**src/rtl/check_node_min_scheduler.sv**
```systemverilog
// rtl/check_node_min_scheduler.sv - min-sum LDPC check-node min1/min2/sign scheduler

module comparator_floating_point (
    input  logic [30:0] i_a,
    input  logic [30:0] i_b,
    output logic        o_lt
);
    logic [7:0]  w_exp_a;
    logic [7:0]  w_exp_b;
    logic [22:0] w_mant_a;
    logic [22:0] w_mant_b;

    assign w_exp_a  = i_a[30:23];
    assign w_exp_b  = i_b[30:23];
    assign w_mant_a = i_a[22:0];
    assign w_mant_b = i_b[22:0];

    assign o_lt = (w_exp_a < w_exp_b) || ((w_exp_a <= w_exp_b) && (w_mant_a < w_mant_b));
endmodule

module check_node_min_scheduler #(
    parameter int DEGREE = 6,
    parameter int IDX_W  = 3
) (
    input  logic             clk,
    input  logic             rst_n,
    input  logic             start,
    input  logic             in_valid,
    output logic             in_ready,
    input  logic [31:0]      in_data,
    output logic             out_valid,
    input  logic             out_ready,
    output logic [31:0]      min1,
    output logic [31:0]      min2,
    output logic [IDX_W-1:0] min1_idx,
    output logic             sign_xor,
    output logic             busy
);
    typedef enum logic [1:0] {
        S_IDLE    = 2'd0,
        S_COLLECT = 2'd1,
        S_DONE    = 2'd2
    } state_t;

    localparam logic [31:0] MAG_MAX = 32'h7FFF_FFFF;

    state_t            r_state;
    state_t            w_state_nxt;
    logic [31:0]       r_min1;
    logic [31:0]       r_min2;
    logic [IDX_W-1:0]  r_min1_idx;
    logic [IDX_W-1:0]  r_count;
    logic              r_sign_xor;

    logic [30:0]       w_mag;
    logic              w_lt1;
    logic              w_lt2;
    logic              w_accept;
    logic              w_last;
    logic              w_init;

    assign w_mag    = in_data[30:0];
    assign w_accept = in_valid && (r_state == S_COLLECT);
    assign w_last   = (r_count == IDX_W'(DEGREE - 1));

    comparator_floating_point u_cmp_min1 (
        .i_a  (w_mag),
        .i_b  (r_min1[30:0]),
        .o_lt (w_lt1)
    );

    comparator_floating_point u_cmp_min2 (
        .i_a  (w_mag),
        .i_b  (r_min2[30:0]),
        .o_lt (w_lt2)
    );

    always_comb begin
        w_state_nxt = r_state;
        w_init      = 1'b0;
        case (r_state)
            S_IDLE: begin
                if (start) begin
                    w_state_nxt = S_COLLECT;
                    w_init      = 1'b1;
                end
            end
            S_COLLECT: begin
                if (w_accept && w_last) begin
                    w_state_nxt = S_DONE;
                end
            end
            S_DONE: begin
                // A start together with out_ready chains straight into the next update.
                if (out_ready) begin
                    if (start) begin
                        w_state_nxt = S_COLLECT;
                        w_init      = 1'b1;
                    end else begin
                        w_state_nxt = S_IDLE;
                    end
                end
            end
            default: w_state_nxt = S_IDLE;
        endcase
    end

    always_ff @(posedge clk) begin
        if (!rst_n) begin
            r_state    <= S_IDLE;
            r_min1     <= MAG_MAX;
            r_min2     <= MAG_MAX;
            r_min1_idx <= '0;
            r_count    <= '0;
            r_sign_xor <= 1'b0;
        end else begin
            r_state <= w_state_nxt;
            if (w_init) begin
                r_min1     <= MAG_MAX;
                r_min2     <= MAG_MAX;
                r_min1_idx <= '0;
                r_count    <= '0;
                r_sign_xor <= 1'b0;
            end else if (w_accept) begin
                if (w_lt1) begin
                    r_min2     <= r_min1;
                    r_min1     <= {1'b0, w_mag};
                    r_min1_idx <= r_count;
                end else if (w_lt2) begin
                    r_min2 <= {1'b0, w_mag};
                end
                r_sign_xor <= r_sign_xor ^ in_data[31];
                // Leaving COLLECT on the last accept keeps count at DEGREE-1.
                if (!w_last) begin
                    r_count <= r_count + 1'b1;
                end
            end
        end
    end

    assign in_ready  = (r_state == S_COLLECT);
    assign out_valid = (r_state == S_DONE);
    assign busy      = (r_state == S_COLLECT) || (r_state == S_DONE);
    assign min1      = r_min1;
    assign min2      = r_min2;
    assign min1_idx  = r_min1_idx;
    assign sign_xor  = r_sign_xor;
endmodule

```
**config.mk**
```make
export PLATFORM = sky130hd
export DESIGN_NAME = check_node_min_scheduler
export DESIGN_NICKNAME = d
export VERILOG_FILES = /design/src/rtl/check_node_min_scheduler.sv
export SDC_FILE = /design/constraint.sdc
export NUM_CORES = 1
export LEC_CHECK = 0
export BUFFER_PORTS_ARGS = -buffer_cell sky130_fd_sc_hd__buf_2
export CAP_MARGIN = 20
export CORE_AREA = 5 5 159 85
export CTS_CLUSTER_SIZE = 16
export DETAILED_ROUTE_END_ITERATION = 6
export DIE_AREA = 0 0 164 90
export GPL_TIMING_DRIVEN = 1
export PLACE_DENSITY = 0.63
export SYNTH_ARGS = -nofsm -noshare
export SYNTH_HDL_FRONTEND = slang
export SYNTH_HIERARCHICAL = 1
export SYNTH_SLANG_ARGS = --single-unit
```
**constraint.sdc**
```tcl
create_clock -name clk -period 2.5 [get_ports clk]
set_input_delay 0.125 -clock clk [delete_from_list [all_inputs] [get_ports clk]]
set_output_delay 0.125 -clock clk [all_outputs]
set_load 0.02 [all_outputs]
```
==> results of run 1 <==
-- path summary, 6_finish.rpt --
| kind | slack [ps] | startpoint | to |
|---|---|---|---|
| setup reg to reg | -70 | min1[26] | min1[22] |
| hold reg to reg | 460 | min1_idx[2] | min1_idx[2] |
| setup / recovery | -70 | min1[26] | min1[22] |
| hold / removal | 60 | in_data[16] | min1[16] |
-- cells by family (layout without fill, tap and decap cells) --
family | Yosys count | count (layout) | synth area share [%]
flip-flops | 71 | 71 | 31.96
multiplexers | 32 | 32 | 7.203
AO/OA/AOI/OAI | 104 | 104 | 15.25
AND/OR/NAND/NOR | 182 | 182 | 18.01
buffers and inverters | 92 | 222 | 8.723
XOR/XNOR | 1 | 1 | 0.1970
other | 1 | 2 | 0.08433
adder cells (fa/ha/maj) | 66 | 66 | 18.57
-- cells in the final DEF (no fill, tap or decap), drive strengths merged, types with 4 or more instances in the layout --
cell type | netlist | layout
buf | 24 | 136
nand2 | 117 | 117
dfxtp | 71 | 71
ha | 66 | 66
inv | 65 | 65
a21oi | 40 | 40
nand3 | 38 | 38
o211ai | 34 | 34
mux2i | 32 | 32
clkbuf | 3 | 18
o21ai | 13 | 13
nand4 | 10 | 10
nor2b | 6 | 6
nor2 | 5 | 5
a21o | 4 | 4
-- power by group through the flow --
stage	combinational [mW]	sequential (mW)	clock, mW
after floorplan	0.773	1.50	0
after global placement	1.31	1.38	0
after detailed placement	1.36	1.39	0
after CTS	1.45	1.37	1.24
after global routing	1.89	1.39	1.30
final	1.74	1.37	1.22
-- what timing repair did --
action / CTS / global route
resized for setup: 20 / 50
cloned: 1 / 10
endpoints found under the hold margin: 0 / 0
setup endpoints to repair: 65 / 65
pin swaps: 3 / 22
setup buffers: 3 / 6
-- sequential cells by signal (all words and copies together), names as in the netlist --
signal	count
r_state	2
r_count	3
min1_idx	3
min2	31
sign_xor	1
min1	31
-- stage by stage --
stage	setup TNS [ps]	hold WS, ps	power, mW	instances
5_1_grt	-5868	68.43	4.577	850
3_3_place_gp	-1565	391.7	2.692	816
2_1_floorplan	0	247.7	2.275	550
6_report	-1111	57.23	4.328	850
3_5_place_dp	-5246	399.3	2.746	816
4_1_cts	0	44.57	4.055	836
-- routing by layer --
metal	global-route usage (%)	part of all wire (%)
met1	27.73	51
met2	25.52	40
met3	5.896	8.5
met4	3.210	0.80
met5	0	0.086
-- final cells by class --
class	count	area, um2
Sequential cell	71	1440
Clock buffer	13	260.3
Clock inverter	3	17.52
Fill cell	1202	6021
Tap cell	170	212.7
Multi-Input combinational cell	387	2899
Timing Repair Buffer	141	1025
Inverter	65	244.0
-- worst min-delay path: stages --
cell and delay (ps):
buf_2 120, nand2_1 50, nand3_1 70
==> summary.txt, run 1 <==
Worst setup path
  – Top cell family by delay on the critical path: compound AO/OA/AOI/OAI gates
  – Worst path slowest cell: dfxtp_2
  – CP Class: flip-flop to flip-flop
  – Stages on worst setup path: 13
  – Worst path bufs/invs: 4
  – Worst Path Required: 2700 ps
  – Worst Path Max Fanout: 7
  – CP endpoint kind: flip-flop
  – Slowest stage delay, CP: 350 ps
  – Worst-path cell chain: inv_1 > ha_4 > nand4_1 > a2111oi_4 > o21ai_2 > a2bb2oi_2 > a21oi_4 > buf_4 > buf_4 > nand3_4 > buf_12 > nand2_1 > nand3_1
  – Startpoint Class: flip-flop
  – Cell mode on critical path: buf_4
  – R2R depth: 13
  – Worst EP arrival: 2760 ps

Clock network
  – Max clock buf depth: 2
  – Clk slew on worst S/H paths: 60 ps
  – CTS root buf: clkbuf_16
  – CTS tree: done
  – Cts hold-fix bufs: 0
  – H-tree depth: 3
  – Skew-Pair Late Insertion Delay: 340 ps
  – Cts bufs inserted: 9
  – Sink Count: 71

Outcome
  – Status: finished, violations left
  – Failing checks: negative setup slack

Timing
  – Final count of negative-setup-slack endpoints: 51
  – Setup WS post-layout: -67.16 ps
  – Final-report hold violation count: 0
  – FMAX: 0.3895 GHz
  – Minimum clock period: 2567 ps
  – Slew Viols, Final: 0
  – Final period utilization: 102.7%
  – Worst-margin pin slew: 492.2 ps
  – Final Skew: 5.676 ps
  – RSZ-0062 raised after global routing: yes
  – Rel. slew slack: 66.97%

Die
  – CORE AREA: 12,120 um2
  – FP Rows: 29
  – I/O pin cnt: 108
  – Die ar.: 14,760 um2
  – Initial Util: 36.69%
  – Die Wd: 164 um
  – Die Y: 90 um

Cells and area
  – N_diodes: 0
  – Design Area, Final: 6098 um2
  – Nets: 778
  – Post-layout util: 50.32%
  – Area growth, synth to finish: 37.14%
  – Layout cells sized above 1: 31.18%

Synthesis
  – YS warnings: 6
  – Top post-synthesis cells by area: dfxtp_1 (32%), ha_1 (19%), nand2_1 (9.9%), mux2i_1 (7.2%), o211ai_1 (5.6%)
  – Top cell type's share of synthesized area: 31.96%
  – Post-synthesis sequential area ratio: 31.96%
  – Netlist cell types: 33
  – Synth Flop Type: dfxtp_1
  – Synthesized area: 4447 um2
  – Post-Syn Area per Cell: 8.100 um2
  – Post-Syn Instances: 549
  – Most common cell in the synthesized netlist: nand2_1
  – Asr flop ratio synth: 0%
  – Post-synth EDFFs: 0
  – Cell taking the most area after synthesis: dfxtp_1
  – Yosys reg bits: 71
  – Most frequent cells after synthesis: nand2_1 (117), dfxtp_1 (71), ha_1 (66)

GRT
  – GRT Total Usage: 18.38%
  – First-pass GRT wire length: 21,770 um
  – Largest net degree at the start of global routing: 63
  – Number of global-route vias before repair: 4,126
  – Initial antenna violation count: 1
  – Total grt overflow: 0

Placement
  – Place WS: -145.4 ps
  – RePlAce Congestion: 0.8510
  – DPL Wire Length: 10,010 um
  – Port-buffer cells: 105
  – Placed instance area: 5239 um2

Pwr
  – Clock power frac: 28.1%
  – Reg power frac: 31.7%
  – Sw frac: 37.50%
  – Pwr/cell area: 709.6 nW/um2
  – Net Switching: 1.623 mW
  – Combinational share of power: 40.2%
  – Internal: 2.705 mW
  – Leak: 3.492 nW
  – Peak VDD IR: 359.3 uV

Route
  – Routed Antenna Nets: 0
  – Via/cell ratio: 5.286
  – DRT iter0 DRCs: 316
  – Wire per inst: 17.83 um
  – Vias: 4,493
  – Initial DRT Pass Iterations: 5
  – Routed WL: 15,160 um
  – DRC errors left: 0

Worst hold path
  – Worst Hold Class: input pin to flip-flop
  – Hold path depth: 3

Flow run
  – Max_cap viols: 0
Note: power is estimated with default switching activity, not from simulation.
==> run 2: changes to the inputs <==
--- a/config.mk
+++ b/config.mk
@@ -7,10 +7,10 @@
 export LEC_CHECK = 0
 export BUFFER_PORTS_ARGS = -buffer_cell sky130_fd_sc_hd__buf_2
 export CAP_MARGIN = 20
-export CORE_AREA = 5 5 159 85
+export CORE_AREA = 5 5 115 117
 export CTS_CLUSTER_SIZE = 16
 export DETAILED_ROUTE_END_ITERATION = 6
-export DIE_AREA = 0 0 164 90
+export DIE_AREA = 0 0 120 122
 export GPL_TIMING_DRIVEN = 1
 export PLACE_DENSITY = 0.63
 export SYNTH_ARGS = -nofsm -noshare
==> summary.txt, run 2 (synthesis results as in run 1) <==
Worst setup path
  – CP endpoint kind: flip-flop
  – Worst path slowest cell: dfxtp_2
  – Worst-path cell chain: inv_1 > ha_1 > nand4_4 > a2111oi_4 > o21ai_1 > a2bb2oi_1 > a21oi_4 > buf_6 > buf_12 > mux2i_2 > o211ai_1
  – R2R depth: 11 (-2)
  – Top cell family by delay on the critical path: compound AO/OA/AOI/OAI gates
  – Worst path bufs/invs: 3 (-1)
  – Reg-to-Reg Start: min1[27]
  – Reg-to-reg endpoint: min2[11]
  – Slowest stage delay, CP: 340 ps (about the same)
  – Startpoint Class: flip-flop
  – Worst EP arrival: 2640 ps (-120 ps)
  – Stages on worst setup path: 11 (-2)
  – Reg2reg setup slack: 50 ps (+120 ps)
  – CP Class: flip-flop to flip-flop
  – Worst Path Required: 2700 ps (about the same)
  – Worst Path Max Fanout: 14 (+7)

Pwr
  – Combinational share of power: 36.0% (-4.2 points)
  – Sw frac: 36.01% (-1.5 points)
  – Reg power frac: 33.1% (+1.4 points)
  – Leak: 3.412 nW (-2.3%)
  – Peak VDD IR: 324.0 uV (-9.8%)
  – Internal: 2.648 mW (-2.1%)
  – Pwr/cell area: 715.3 nW/um2 (+0.79%)
  – Net Switching: 1.490 mW (-8.2%)
  – Clock power frac: 30.9% (+2.8 points)

Clock network
  – Clk slew on worst S/H paths: 60 ps (about the same)
  – Cts hold-fix bufs: 0 (unchanged)
  – Skew-Pair Late Insertion Delay: 330 ps (about the same)
  – Cts bufs inserted: 9 (unchanged)
  – CTS tree: done
  – H-tree depth: 3 (unchanged)
  – Max clock buf depth: 2 (unchanged)
  – Sink Count: 71 (unchanged)
  – CTS root buf: clkbuf_16

Outcome
  – Status: completed

Timing
  – Minimum clock period: 2446 ps (-120.9 ps)
  – RSZ-0062 raised after global routing: yes
  – Worst hold slack: 59.09 ps (+1.862 ps)
  – Final period utilization: 97.85% (-4.8 points)
  – Fin Setup TNS: 0 ps (+1111 ps)
  – Final-report hold violation count: 0 (unchanged)
  – FMAX: 0.4088 GHz (+4.9%)
  – Slew Viols, Final: 0 (unchanged)
  – Final Skew: 8.967 ps (+3.290 ps)
  – Final count of negative-setup-slack endpoints: 0 (-100%)

GRT
  – Grt met1 use: 21.81% (-5.9 points)
  – Top Usage Layer GRT: met2
  – GRT Total Usage: 17.22% (-1.2 points)
  – First-pass GRT wire length: 20,440 um (-6.1%)
  – Met3 usage: 4.085% (-1.8 points)
  – Initial antenna violation count: 0 (-1)
  – Total grt overflow: 0 (unchanged)
  – Met2 Use GR: 28.66% (+3.1 points)
  – Largest net degree at the start of global routing: 63 (unchanged)
  – Number of global-route vias before repair: 4,186 (+1.5%)

Cells and area
  – Layout cells sized above 1: 27.23% (-3.9 points)
  – Filler instances: 1,156 (-3.8%)
  – Post-layout util: 47.19% (-3.1 points)
  – Nets: 770 (-1.0%)
  – Most common cell after layout, fill and taps aside: nand2_1
  – N_diodes: 0 (unchanged)
  – Fin cells: 822 (-3.3%)
  – Most frequent cells in the layout: nand2_1 (117), buf_2 (105), inv_1 (65)
  – Area growth, synth to finish: 30.11%

Flow run
  – Max_cap viols: 0 (unchanged)

Die
  – I/O pin cnt: 108 (unchanged)
  – Die ar.: 14,640 um2 (-0.81%)
  – FP Rows: 41 (+41%)
  – Die Y: 122 um (+36%)
  – Initial Util: 36.27% (-0.42 points)
  – CORE AREA: 12,260 um2 (+1.2%)
  – Die Wd: 120 um (-27%)

Worst hold path
  – Min-Delay Startpoint: in_data[15]
  – Worst Hold End: min1[15]
  – Worst Hold Class: input pin to flip-flop
  – Hold path depth: 3 (unchanged)

Route
  – Routed WL: 12,960 um (-14%)
  – DRT iter0 DRCs: 211 (-33%)
  – Wire per inst: 15.77 um (-12%)
  – Vias: 4,298 (-4.3%)
  – Routed Antenna Nets: 0 (unchanged)
  – Initial DRT Pass Iterations: 5 (unchanged)
  – Via/cell ratio: 5.229 (-1.1%)
  – DRC errors left: 0 (unchanged)

Placement
  – RePlAce Congestion: 0.8318 (-2.3%)
  – DPL Wire Length: 9296 um (-7.1%)
  – Placed cells: 798 (-2.2%)
  – Port-buffer cells: 105 (unchanged)
[run 2: final cells by class]
type	instances	area (um2)	area share (%)
timing repair buffer	133	834.6	14.42
inverter	65	244.0	4.217
clock buffer	12	246.5	4.260
tap	150	187.7	3.244
clock inverter	4	45.04	0.7785
sequential	71	1439	24.87
multi-input combinational	387	2789	48.20
[run 2: worst max path at each step]
stage	startpoint	to	slack (ps)
after floorplan	min1[29]	min2[23]	110
after global placement	min1[1]	min1_idx[1]	-30
after detailed placement	min1[5]	min2[11]	-10
after CTS	min1[29]	min1[0]	-20
after global routing	min1[25]	min2[30]	-70
final	min1[27]	min2[11]	50
[run 2: power by group through the flow]
| stage | Sequential (mW) | Clock, mW | Combinational [mW] |
|---|---|---|---|
| after global placement | 1.38 | 0 | 1.32 |
| after global routing | 1.39 | 1.36 | 1.65 |
| after detailed placement | 1.39 | 0 | 1.35 |
| final | 1.37 | 1.28 | 1.49 |
| after CTS | 1.36 | 1.31 | 1.37 |
| after floorplan | 1.50 | 0 | 0.773 |
[run 2: worst register-to-register path: stages (launching register included)]
cell and delay, ps:
dfxtp_2 340, inv_1 60, ha_1 310, nand4_4 120, a2111oi_4 310, o21ai_1 120, a2bb2oi_1 180, a21oi_4 210
buf_6 150, buf_12 160, mux2i_2 240, o211ai_1 110
[run 2: through the flow]
step | cell area (um2) | setup slack [ps] | power (mW)
2_1_floorplan | 4451 | 112.0 | 2.275
3_3_place_gp | 5241 | -33.75 | 2.695
3_5_place_dp | 5241 | -14.66 | 2.738
4_1_cts | 5555 | -15.70 | 4.039
5_1_grt | 5786 | -71.13 | 4.397
6_report | 5786 | 53.70 | 4.138
[run 2: timing repair]
| item | 4_1_cts | 5_1_grt |
|---|---|---|
| setup endpoints to repair | 27 | 65 |
| gates cloned | 0 | 4 |
| setup buffers | 0 | 4 |
| pin swaps | 0 | 4 |
| resized for setup | 4 | 41 |
[run 2: per-layer routing]
| metal | vias to the layer above | routed length [um] |
|---|---|---|
| li1 | 2124 | - |
| met1 | 2035 | 5959 |
| met2 | 125 | 6086 |
| met3 | 14 | 733 |
| met4 | 0 | 184 |
| met5 | - | 0 |
==> run 3: changes to the inputs <==
--- a/config.mk
+++ b/config.mk
@@ -7,13 +7,16 @@
 export LEC_CHECK = 0
 export BUFFER_PORTS_ARGS = -buffer_cell sky130_fd_sc_hd__buf_2
 export CAP_MARGIN = 20
+export CELL_PAD_IN_SITES_DETAIL_PLACEMENT = 1
+export CELL_PAD_IN_SITES_GLOBAL_PLACEMENT = 1
 export CORE_AREA = 5 5 115 117
 export CTS_CLUSTER_SIZE = 16
 export DETAILED_ROUTE_END_ITERATION = 6
 export DIE_AREA = 0 0 120 122
 export GPL_TIMING_DRIVEN = 1
-export PLACE_DENSITY = 0.63
+export PLACE_DENSITY = 0.8
 export SYNTH_ARGS = -nofsm -noshare
 export SYNTH_HDL_FRONTEND = slang
 export SYNTH_HIERARCHICAL = 1
 export SYNTH_SLANG_ARGS = --single-unit
+export TNS_END_PERCENT = 100
==> summary.txt, run 3 (synthesis results as in run 1) <==
Clock network
  – Clk slew on worst S/H paths: 60 ps (about the same)
  – Sink Count: 71 (unchanged)
  – Skew-Pair Late Insertion Delay: 350 ps (+20 ps)
  – CTS root buf: clkbuf_16
  – Max clock buf depth: 2 (unchanged)
  – CTS tree: done
  – Cts hold-fix bufs: 0 (unchanged)
  – H-tree depth: 3 (unchanged)
  – Cts bufs inserted: 9 (unchanged)

Timing
  – Minimum clock period: 2558 ps (+112.1 ps)
  – Final-report hold violation count: 0 (unchanged)
  – Slew Viols, Final: 0 (unchanged)
  – Fin Setup TNS: -254.2 ps (-254.2 ps)
  – Worst hold slack: 43.12 ps (-15.97 ps)
  – FMAX: 0.3909 GHz (-4.4%)
  – Final count of negative-setup-slack endpoints: 15 (+15)
  – Setup WS post-layout: -58.44 ps (-112.1 ps)
  – Worst-margin pin slew: 544.4 ps
  – Rel. slew slack: 63.46%
  – Final Skew: 11.57 ps (+2.606 ps)
  – Final period utilization: 102.3% (+4.5 points)
  – RSZ-0062 raised after global routing: yes

GRT
  – First-pass GRT wire length: 23,590 um (+15%)
  – Number of global-route vias before repair: 4,802 (+15%)
  – Total grt overflow: 0 (unchanged)
  – Initial antenna violation count: 0 (unchanged)
  – GRT Total Usage: 20.21% (+3.0 points)
  – Largest net degree at the start of global routing: 27 (-57%)

Pwr
  – Total power: 4.373 mW (+5.7%)
  – Leak: 3.507 nW (+2.8%)
  – Pwr/cell area: 721.0 nW/um2 (+0.80%)
  – Peak VDD IR: 373.3 uV (+15%)

Worst setup path
  – Worst Path Required: 2760 ps (+60 ps)
  – CP Class: flip-flop to flip-flop
  – Top cell family by delay on the critical path: compound AO/OA/AOI/OAI gates
  – Worst Path Max Fanout: 8 (-6)
  – Worst EP arrival: 2820 ps (+180 ps)
  – Slowest stage delay, CP: 350 ps (about the same)
  – Worst path bufs/invs: 4 (+1)
  – Cell mode on critical path: buf_12
  – CP endpoint kind: flip-flop
  – Worst path slowest cell: ha_1
  – Worst-path cell chain: inv_1 > ha_1 > nand4_1 > a21oi_1 > a2bb2oi_1 > a21oi_4 > buf_12 > o211ai_4 > buf_12 > clkbuf_16 > nand2_1 > o211ai_1
  – Startpoint Class: flip-flop

Placement
  – DPL Wire Length: 10,860 um (+17%)
  – Port-buffer cells: 105 (unchanged)
  – Placed cells: 803 (+0.63%)
  – Place WS: -204.9 ps (-190.2 ps)
  – RePlAce Congestion: 0.8292 (-0.31%)

Route
  – Initial DRT Pass Iterations: 4 (-1)
  – DRC errors left: 0 (unchanged)
  – Wire per inst: 19.08 um (+21%)
  – Vias: 4,509 (+4.9%)
  – DRT iter0 DRCs: 185 (-12%)
  – Routed WL: 15,880 um (+22%)
  – Via/cell ratio: 5.419 (+3.6%)
  – Routed Antenna Nets: 0 (unchanged)

Outcome
  – Status: finished, violations left
  – Failing checks: negative setup slack

Worst hold path
  – Worst Hold Class: input pin to flip-flop

Flow run
  – Max_cap viols: 0 (unchanged)

Die
  – I/O pin cnt: 108 (unchanged)
  – FP Rows: 41 (unchanged)
  – Initial Util: 36.27% (unchanged)
  – CORE AREA: 12,260 um2 (unchanged)
  – Die Wd: 120 um (unchanged)
  – Die Y: 122 um (unchanged)
  – Die ar.: 14,640 um2 (unchanged)

Cells and area
  – Layout cells sized above 1: 31.09% (+3.9 points)
  – Area growth, synth to finish: 36.38%
  – Most common cell after layout, fill and taps aside: nand2_1
  – N_diodes: 0 (unchanged)
  – Fin cells: 832 (+1.2%)
  – Most frequent cells in the layout: nand2_1 (112), buf_2 (105), inv_1 (62)
  – Nets: 780 (+1.3%)
[run 3: changes by cell type in the layout (fill, tap and decap cells not counted), sizes merged]
cell / delta
buf: +6
bufinv: -1
clkbuf: +6
clkinv: -2
clkinvlp: +1
[run 3: worst min-delay path: cells and delay by family]
family	cells	cell delay [ps]
and+or+nand+nor	2	120
buffers and inverters	1	120
[run 3: timing repair]
item,CTS,global route
pin swaps,3,23
gates resized for setup,12,49
endpoints found under the setup margin,65,65
setup buffers,2,5
cloned,1,7
[run 3: layout make-up]
type	count	area [um2]
sequential	71	1443
fill	1464	6196
tap	150	187.7
clock inverter	2	12.51
multi-input combinational	387	2861
timing repair buffer	143	1032
clock buffer	14	284.0
inverter	65	244.0
[run 3: final timing paths]
check / startpoint / endpoint / slack, ps / cells past startpoint
worst max-delay path: min1[22] / min2[22] / -60 / 12
worst min-delay path: in_data[16] / min1[16] / 40 / 3
worst max register to register: min1[22] / min2[22] / -60 / 12
worst min register to register: min1_idx[1] / min1_idx[1] / 460 / 2
[run 3: power breakdown]
group | switching (mW) | total (mW) | internal, mW
combinational | 1.00 | 1.71 | 0.710
clock | 0.506 | 1.29 | 0.779
sequential | 0.114 | 1.37 | 1.26
total | 1.62 | 4.37 | 2.75
[run 3: layer usage]
metal  wire length [um]  track usage [%]  part of all wire (%)
met5                  0                0                     0
met4                325            7.015                   2.0
met2               8201            36.67                    52
met3                684            5.525                   4.3
met1               6666            22.78                    42
[run 3: metrics by stage]
step	util (%)	instance area, um2
final	49.46	6065
after detailed placement	43.06	5279
after CTS	46.36	5684
after floorplan	-	4451
after global placement	43.06	5279
after global routing	49.46	6065
